<file path="src/rtl/rx_frame_filter.sv">
// Receive-side frame admission filter: decides per frame on the first payload beat
// whether to forward or drop, and keeps saturating accept/drop statistics.
module rx_frame_filter #(
    parameter int CNT_W = 32
) (
    input  logic             clk125,
    input  logic             rst,
    input  logic             cfg_enable,
    input  logic             cfg_promisc,
    input  logic             cfg_accept_mcast,
    input  logic [47:0]      cfg_local_mac,
    input  logic [15:0]      cfg_ethertype,
    input  logic             frame_start,
    input  logic [47:0]      dest_mac,
    input  logic [47:0]      src_mac,
    input  logic [15:0]      ethertype,
    input  logic [7:0]       s_axis_tdata,
    input  logic             s_axis_tvalid,
    input  logic             s_axis_tlast,
    output logic [7:0]       m_axis_tdata,
    output logic             m_axis_tvalid,
    output logic             m_axis_tlast,
    output logic             frame_accept,
    output logic             frame_drop,
    output logic             frame_abort,
    output logic [47:0]      hdr_src_mac,
    output logic [15:0]      hdr_ethertype,
    output logic [CNT_W-1:0] accept_cnt,
    output logic [CNT_W-1:0] drop_cnt
);

    typedef enum logic [1:0] {IDLE, PASS, DROP} state_t;

    state_t     state;
    logic       mac_ok;
    logic       type_ok;
    logic       accept;
    logic       aborting;
    logic       first_beat;
    logic       take;
    logic       reject;
    logic       fwd;
    logic [1:0] drop_inc;

    function automatic logic [CNT_W-1:0] sat_add(input logic [CNT_W-1:0] v,
                                                 input logic [1:0] inc);
        logic [CNT_W:0] sum;
        sum = {1'b0, v} + {{(CNT_W-1){1'b0}}, inc};
        return sum[CNT_W] ? {CNT_W{1'b1}} : sum[CNT_W-1:0];
    endfunction

    // An abort returns the FSM to IDLE first, so a coincident beat is judged as a new first beat.
    always_comb begin
        mac_ok     = cfg_promisc || (dest_mac == cfg_local_mac) ||
                     (dest_mac == 48'hFFFF_FFFF_FFFF) || (cfg_accept_mcast && dest_mac[40]);
        type_ok    = (cfg_ethertype == 16'h0000) || (ethertype == cfg_ethertype);
        accept     = cfg_enable && mac_ok && type_ok;
        aborting   = frame_start && (state != IDLE);
        first_beat = s_axis_tvalid && ((state == IDLE) || aborting);
        take       = first_beat && accept;
        reject     = first_beat && !accept;
        fwd        = take || (s_axis_tvalid && (state == PASS) && !aborting);
        drop_inc   = {1'b0, aborting} + {1'b0, reject};
    end

    always_ff @(posedge clk125 or posedge rst) begin
        if (rst) begin
            state         <= IDLE;
            m_axis_tdata  <= '0;
            m_axis_tvalid <= 1'b0;
            m_axis_tlast  <= 1'b0;
            frame_accept  <= 1'b0;
            frame_drop    <= 1'b0;
            frame_abort   <= 1'b0;
            hdr_src_mac   <= '0;
            hdr_ethertype <= '0;
            accept_cnt    <= '0;
            drop_cnt      <= '0;
        end else begin
            m_axis_tdata  <= s_axis_tdata;
            m_axis_tvalid <= fwd;
            m_axis_tlast  <= fwd && s_axis_tlast;
            frame_accept  <= take;
            frame_drop    <= reject;
            frame_abort   <= aborting;
            if (take) begin
                hdr_src_mac   <= src_mac;
                hdr_ethertype <= ethertype;
            end
            accept_cnt <= sat_add(accept_cnt, {1'b0, fwd && s_axis_tlast});
            drop_cnt   <= sat_add(drop_cnt, drop_inc);

            if (first_beat) begin
                if (s_axis_tlast)
                    state <= IDLE;
                else
                    state <= accept ? PASS : DROP;
            end else if (aborting) begin
                state <= IDLE;
            end else if (s_axis_tvalid && s_axis_tlast && (state != IDLE)) begin
                state <= IDLE;
            end
        end
    end

endmodule

</file>
<file path="config.mk">
export PLATFORM = sky130hd
export DESIGN_NAME = rx_frame_filter
export DESIGN_NICKNAME = d
export VERILOG_FILES = /design/src/rtl/rx_frame_filter.sv
export SDC_FILE = /design/constraint.sdc
export NUM_CORES = 1
export LEC_CHECK = 0
export CAP_MARGIN = 20
export CORE_ASPECT_RATIO = 0.6
export CORE_UTILIZATION = 25
export DETAILED_ROUTE_END_ITERATION = 8
export REMOVE_ABC_BUFFERS = 1
export SETUP_SLACK_MARGIN = 0.2
export SLEW_MARGIN = 30
export SYNTH_ARGS = -nofsm -noshare
export SYNTH_HDL_FRONTEND = slang
export SYNTH_SLANG_ARGS = --single-unit
</file>
<file path="constraint.sdc">
create_clock -name clk125 -period 4.5 [get_ports clk125]
set_input_delay 0.9 -clock clk125 [delete_from_list [all_inputs] [get_ports clk125]]
set_output_delay 0.9 -clock clk125 [all_outputs]
set_load 0.01 [all_outputs]
</file>
==> out/metrics.yaml <==
timing:
  slew_headroom_pct: 41.1
  worstMarginPinSlew_ps: 884
  rsz0062_at_grt: "false"
  hold_violations: 0
  finalCriticalPeriod_ps: 4020
  post-route-period-util_pct: 89.4
  fmax_mhz: 249
  setup_viol: 0
  clock_skew_ps: 11.1
  setup_ws_ps: 477
  slew_violations: 0
global_route:
  grt_start_max_net_pins: 81
  grt_pass1_wl_um: 36000
  grt_overflow: 0
  track_usage_pct: 17.4
  grt_pass1_vias: 5977
  antenna_found_initial: 0
job:
  drv_cap: 0
floorplanning:
  rows: 46
  dieArea_um2: 27700
  io_pins: 333
  core_um2: 26500
  die_h_um: 129
  start_util_pct: 25.5
  die_w_um: 214
final_layout:
  post-route-util_pct: 42.8
  fill_cells: 2533
  seqCellArea_um2: 3580
  drive_gt1_share_pct: 10.5
  syn_to_final_growth_pct: 67.8
  nets: 1142
  instances_no_fill: 1319
  diodes: 0
  fin_area_um2: 11300
  multiInputGateArea_um2: 3120
worst_setup_path:
  end_kind: "flip-flop"
  path_class: "primary input to flip-flop"
  cp.required_ps: 4820
  path_cells: "clkdlybuf4s50_1 -> xnor2_2 -> nand4_1 -> nor4_4 -> nand3_2 -> a211oi_4 -> o21a_1 -> ha_1 -> and4_1 -> nand4_1 -> nor4_4 -> nand3_1 -> nor2_1 -> mux2_2"
  cp.arrival_ps: 4340
  cp_slowest_stage_delay_ps: 580
  r2r_start: "state[1]$_DFFE_PP0P_"
  critPathBufInv: 1
  cp-start-kind: "primary input"
  cp_slowest_cell: "clkdlybuf4s50_1"
  worstSetupStartpoint: "dest_mac[38]"
  crit_fanout: 4
  critPathTopFamily: "simple AND/OR/NAND/NOR gates"
clock_network:
  cts_max_level: 4
  cts.sinks: 143
  clk_pin_slew_ps: 60
  cts_tree: "built"
  cts_buffers: 17
  clock_path_buffers: 2
  clk_latency_ps: 440
  cts_setup_buffers: 0
  cts_hold_buffers: 0
  clock-root-buffer: "clkbuf_16"
synth:
  yosys_register_bits: 143
  synthCells: 587
  synthArstFlopShare_pct: 100
  ys_warn_count: 0
  synth_area_um2: 6760
  yosys-top-cells-count: "143 x dfrtp_1, 86 x xnor2_1, 70 x nand2_1"
  ys_seq_area_share_pct: 52.9
  ys.flop_type: "dfrtp_1"
  synth_edf_count: 0
  synth_top_cell_by_area: "dfrtp_1"
  synth_area_leaders: "dfrtp_1 53%, xnor2_1 11%, mux2_1 6.3%, mux2_2 5.3%, nand2_1 3.9%"
  ys_types: 41
  avgSynthCellArea_um2: 11.5
  yosysMostFrequentCell: "dfrtp_1"
  synth_top_area_share_pct: 52.9
worst_hold_path:
  min-delay-start: "hdr_ethertype[6]$_DFFE_PP0P_"
  hold_path_class: "flip-flop to flip-flop"
drt:
  avgViaCountPerCell: 4.35
  met2_wirelength_um: 9640
  drtAntennaViolNets: 0
  drtIter0Drc: 316
  drc_errors: 0
  wl_met3_um: 2270
  wl_per_cell_um: 17.8
  drt_pass1_iterations: 4
  num_vias: 5734
  drt-total-wl_um: 23400
  drt-met1-wl_um: 11200
  top_layer_used: "met4"
placed_design:
  dp_hpwl_um: 18500
  dp.cells: 1287
  place.gp.congestion: 0.924
  portBuffers: 332
  place_ws_ps: -155
  post_dp_cell_area_um2: 10600
power:
  ir_worst_vdd_mv: 0.348
  p_leak_uw: 0.00499
  p_per_area_nw_per_um2: 300
run_status:
  status: "finished clean"
-- sequential cells by signal, summed over array words and instances (netlist names) --
name and flops:
frame_accept 1, m_axis_tvalid 1, m_axis_tdata 8, hdr_ethertype 16, frame_drop 1, frame_abort 1, hdr_src_mac 48, drop_cnt 32
m_axis_tlast 1, accept_cnt 32, state 2
-- logic make-up after synthesis --
family	Yosys count	synth area share (%)
xor+xnor	107	13.9
simple gates	209	16.0
mux	70	11.7
buf+inv	23	1.85
flops	143	52.9
compound gates	31	2.78
fa+ha+maj	4	0.852
-- through the flow --
step / hold WS [ps] / total power, µW / TNS [ps]
final: 484 / 3400 / 0
after global routing: 505 / 3550 / 0
after CTS: 489 / 3440 / 0
after detailed placement: 474 / 1860 / -1220
after global placement: 466 / 1860 / -669
after floorplan: 489 / 1540 / -115380
-- final cells by class --
cell class	count	share of cell area (%)
Multi-Input combinational cell	421	27.5
Sequential cell	143	31.5
Tap cell	360	3.97
Inverter	8	0.309
Clock buffer	18	3.87
Timing Repair Buffer	355	31.0
Clock inverter	14	1.79
-- repair_timing --
item                       CTS  global route
gates resized for setup      0             8
setup endpoints to repair    0            32
hold endpoints to repair     0             0
-- cell usage in the layout (no fill, tap or decap), drive strengths merged, types with 4 or more instances in the layout --
cell type      netlist  routed
o21ai               10      10
clkinv               0       4
dfrtp              143     143
and4                 7       7
bufinv               0       4
and3                14      14
nor3                 4       4
clkbuf               7      18
nand4               36      36
nor4                13      13
a31oi                4       4
and2                 5       5
xor2                21      21
nand2               70      70
mux2                70      70
nand3               26      26
clkdlybuf4s50        0     332
xnor2               86      86
a21oi                9       9
nor2                21      21
buf                  8      23
inv                  8      13
-- final timing paths --
check / end / slack, ps / cells past startpoint
min in group asynchronous: frame_drop$_DFF_PP0_ / 960 / 2
min reg2reg: hdr_ethertype[6]$_DFFE_PP0P_ / 480 / 1
max in group asynchronous: drop_cnt[11]$_DFF_PP0_ / 2710 / 3
max reg2reg: accept_cnt[28]$_DFF_PP0_ / 1600 / 11
max: accept_cnt[28]$_DFF_PP0_ / 480 / 14
min: hdr_ethertype[6]$_DFFE_PP0P_ / 480 / 1
-- report_power, final --
group	switching [µW]	internal [µW]	leakage, µW
sequential	41.2	1320	0.00196
combinational	180	295	0.00272
clock	605	952	0.000312
total	827	2570	0.00499
-- layer usage --
metal	vias to the layer above	global-route usage [%]
met5	-	0
met4	0	5.08
met3	20	8.15
met2	212	23.8
met1	2726	24.2
li1	2776	-
Power figures use the tool's default switching activity.
==> edit, RTL diff (config.mk and constraints unchanged) <==
`CNT_W`: 32 -> 28.
--- a/src/rtl/rx_frame_filter.sv
+++ b/src/rtl/rx_frame_filter.sv
@@ -2,5 +2,5 @@
 // whether to forward or drop, and keeps saturating accept/drop statistics.
 module rx_frame_filter #(
-    parameter int CNT_W = 32
+    parameter int CNT_W = 28
 ) (
     input  logic             clk125,
Ports: changed (resized accept_cnt and drop_cnt); port bits go from 333 to 325. No check against the original RTL was run, so the function may have changed too.
==> edit against the unedited design <==
Final cell count down 5.8%. Sequential share of layout area shrank 0.33 points. Routed wire length is 8.2% lower. Power is 4.7% lower. Sequential cell count is 8 lower. Cell area shrank 4.6%. Largest cell class is now non-clock buffers. Combinational power increased by 1%. Largest power group unchanged. Area after synthesis decreased by 4.6%. Worst hold slack got worse by 3.2 ps. Clock power is 8% lower. Setup slack worse by 40 ps.
==> edit: results (changes against the unedited design) <==
layout cells sized above 1 0.110 (+0.00421); worst-path maximum fanout 3 (-1); register area share after synthesis 0.524 (-0.00537); Layout Nets 1097 (-3.9%); CTS max path bufs 2 (unchanged); DRT iter0 DRCs 234 (-26%); Peak VDD IR 233 uV (-33%); DP Wirelength 16700 um (-9.9%); crit path launch cfg_local_mac[15]; biggest regs hdr_src_mac (48), accept_cnt (28), drop_cnt (28); routability cong. 0.824 (-11%); minimum clock period 4060 ps (+40.3 ps); pre-CTS WS -448 ps (-293 ps); largest net degree at the start of global routing 94 (+16%); Switching Power 0.000789 W (-4.5%); Distinct cells, synth 42 (+2.4%); CTS buffer count 17 (unchanged); status finished, final reports clean; CP Capture Point accept_cnt[26]; placed cells 1210 (-6.0%); GRT Total Usage 0.169 (-0.00533); Placed Area 10100 um2 (-4.8%); reg2reg end drop_cnt[24]; post-synthesis instance total 551 (-6.1%); input/output buffers 324 (-2.4%); Worst R2R Start state[0]; R2R setup slack 1550 ps (-50 ps); P_leak 4.73 nW (-5.3%); wire per inst 17.3 um (-2.5%); worst skew pair latency 420 ps (-20 ps); hold_sp hdr_src_mac[28]; Worst Skew 6.89 ps (-4.22 ps); worst slew pin tran 949 ps (+64.6 ps); number of global-route vias before repair 5728 (-4.2%); Via density 4.39 (+1.1%); hold_ws 481 ps (-3.17 ps); Synth area leaders dfrtp_1 (52%), xnor2_1 (11%), mux2_1 (6.6%); WHS Endpoint hdr_src_mac[28]; drt total wl 21500 um (-8.2%); top cells by count, synth dfrtp_1 (135), xnor2_1 (80), nand2_1 (60); R2R depth 12 (+1)
==> edit: critical path: stages <==
cell and delay [ps]:
clkdlybuf4s50_1 450, xnor2_2 270, nand4_1 180, nor4_4 350, nand3_2 190, a211oi_4 240, o21a_1 190, ha_1 190
and3_1 220, or3b_2 520, nor3_2 230, nand2_1 100, or3_1 310, nand3_1 80
==> edit: cells by family (layout without fill, tap and decap cells) <==
logic type	Yosys count	count (layout)	synth area share
compound gates	26	26	0.0243
flops	135	135	0.524
simple gates	192	192	0.159
xor+xnor	103	103	0.140
mux	67	67	0.117
fa+ha+maj	5	5	0.0109
buf+inv	23	385	0.0245
==> edit: cell type report <==
cell class	instances	area (um2)
well taps	329	412
clock inverters	12	151
repair buffers	344	3390
clock buffers	20	457
inverters	9	41.3
fillers	2388	14500
flip-flops and latches	135	3380
multi-input cells	393	2990
==> edit: power groups by stage <==
stage	Combinational, W	Sequential, W	Clock (W)
detailed placement	0.000480	0.00134	0
CTS	0.000485	0.00131	0.00148
global placement	0.000475	0.00133	0
finish	0.000481	0.00131	0.00144
floorplan	0.000146	0.00134	0
global route	0.000522	0.00132	0.00154
==> edit: metal layers <==
| metal | global-route usage | vias to the layer above | wire length, um | share of wire |
|---|---|---|---|---|
| li1 | - | 2636 | - | - |
| met1 | 0.239 | 2614 | 10500 | 0.49 |
| met2 | 0.240 | 192 | 9010 | 0.42 |
| met3 | 0.0654 | 16 | 1740 | 0.081 |
| met4 | 0.0415 | 0 | 217 | 0.010 |
| met5 | 0 | - | 0 | 0 |
==> edit: repair_timing <==
| action | CTS | global route |
|---|---|---|
| pin swaps | 1 | 1 |
| setup endpoints to repair | 28 | 53 |
| resized for setup | 2 | 9 |
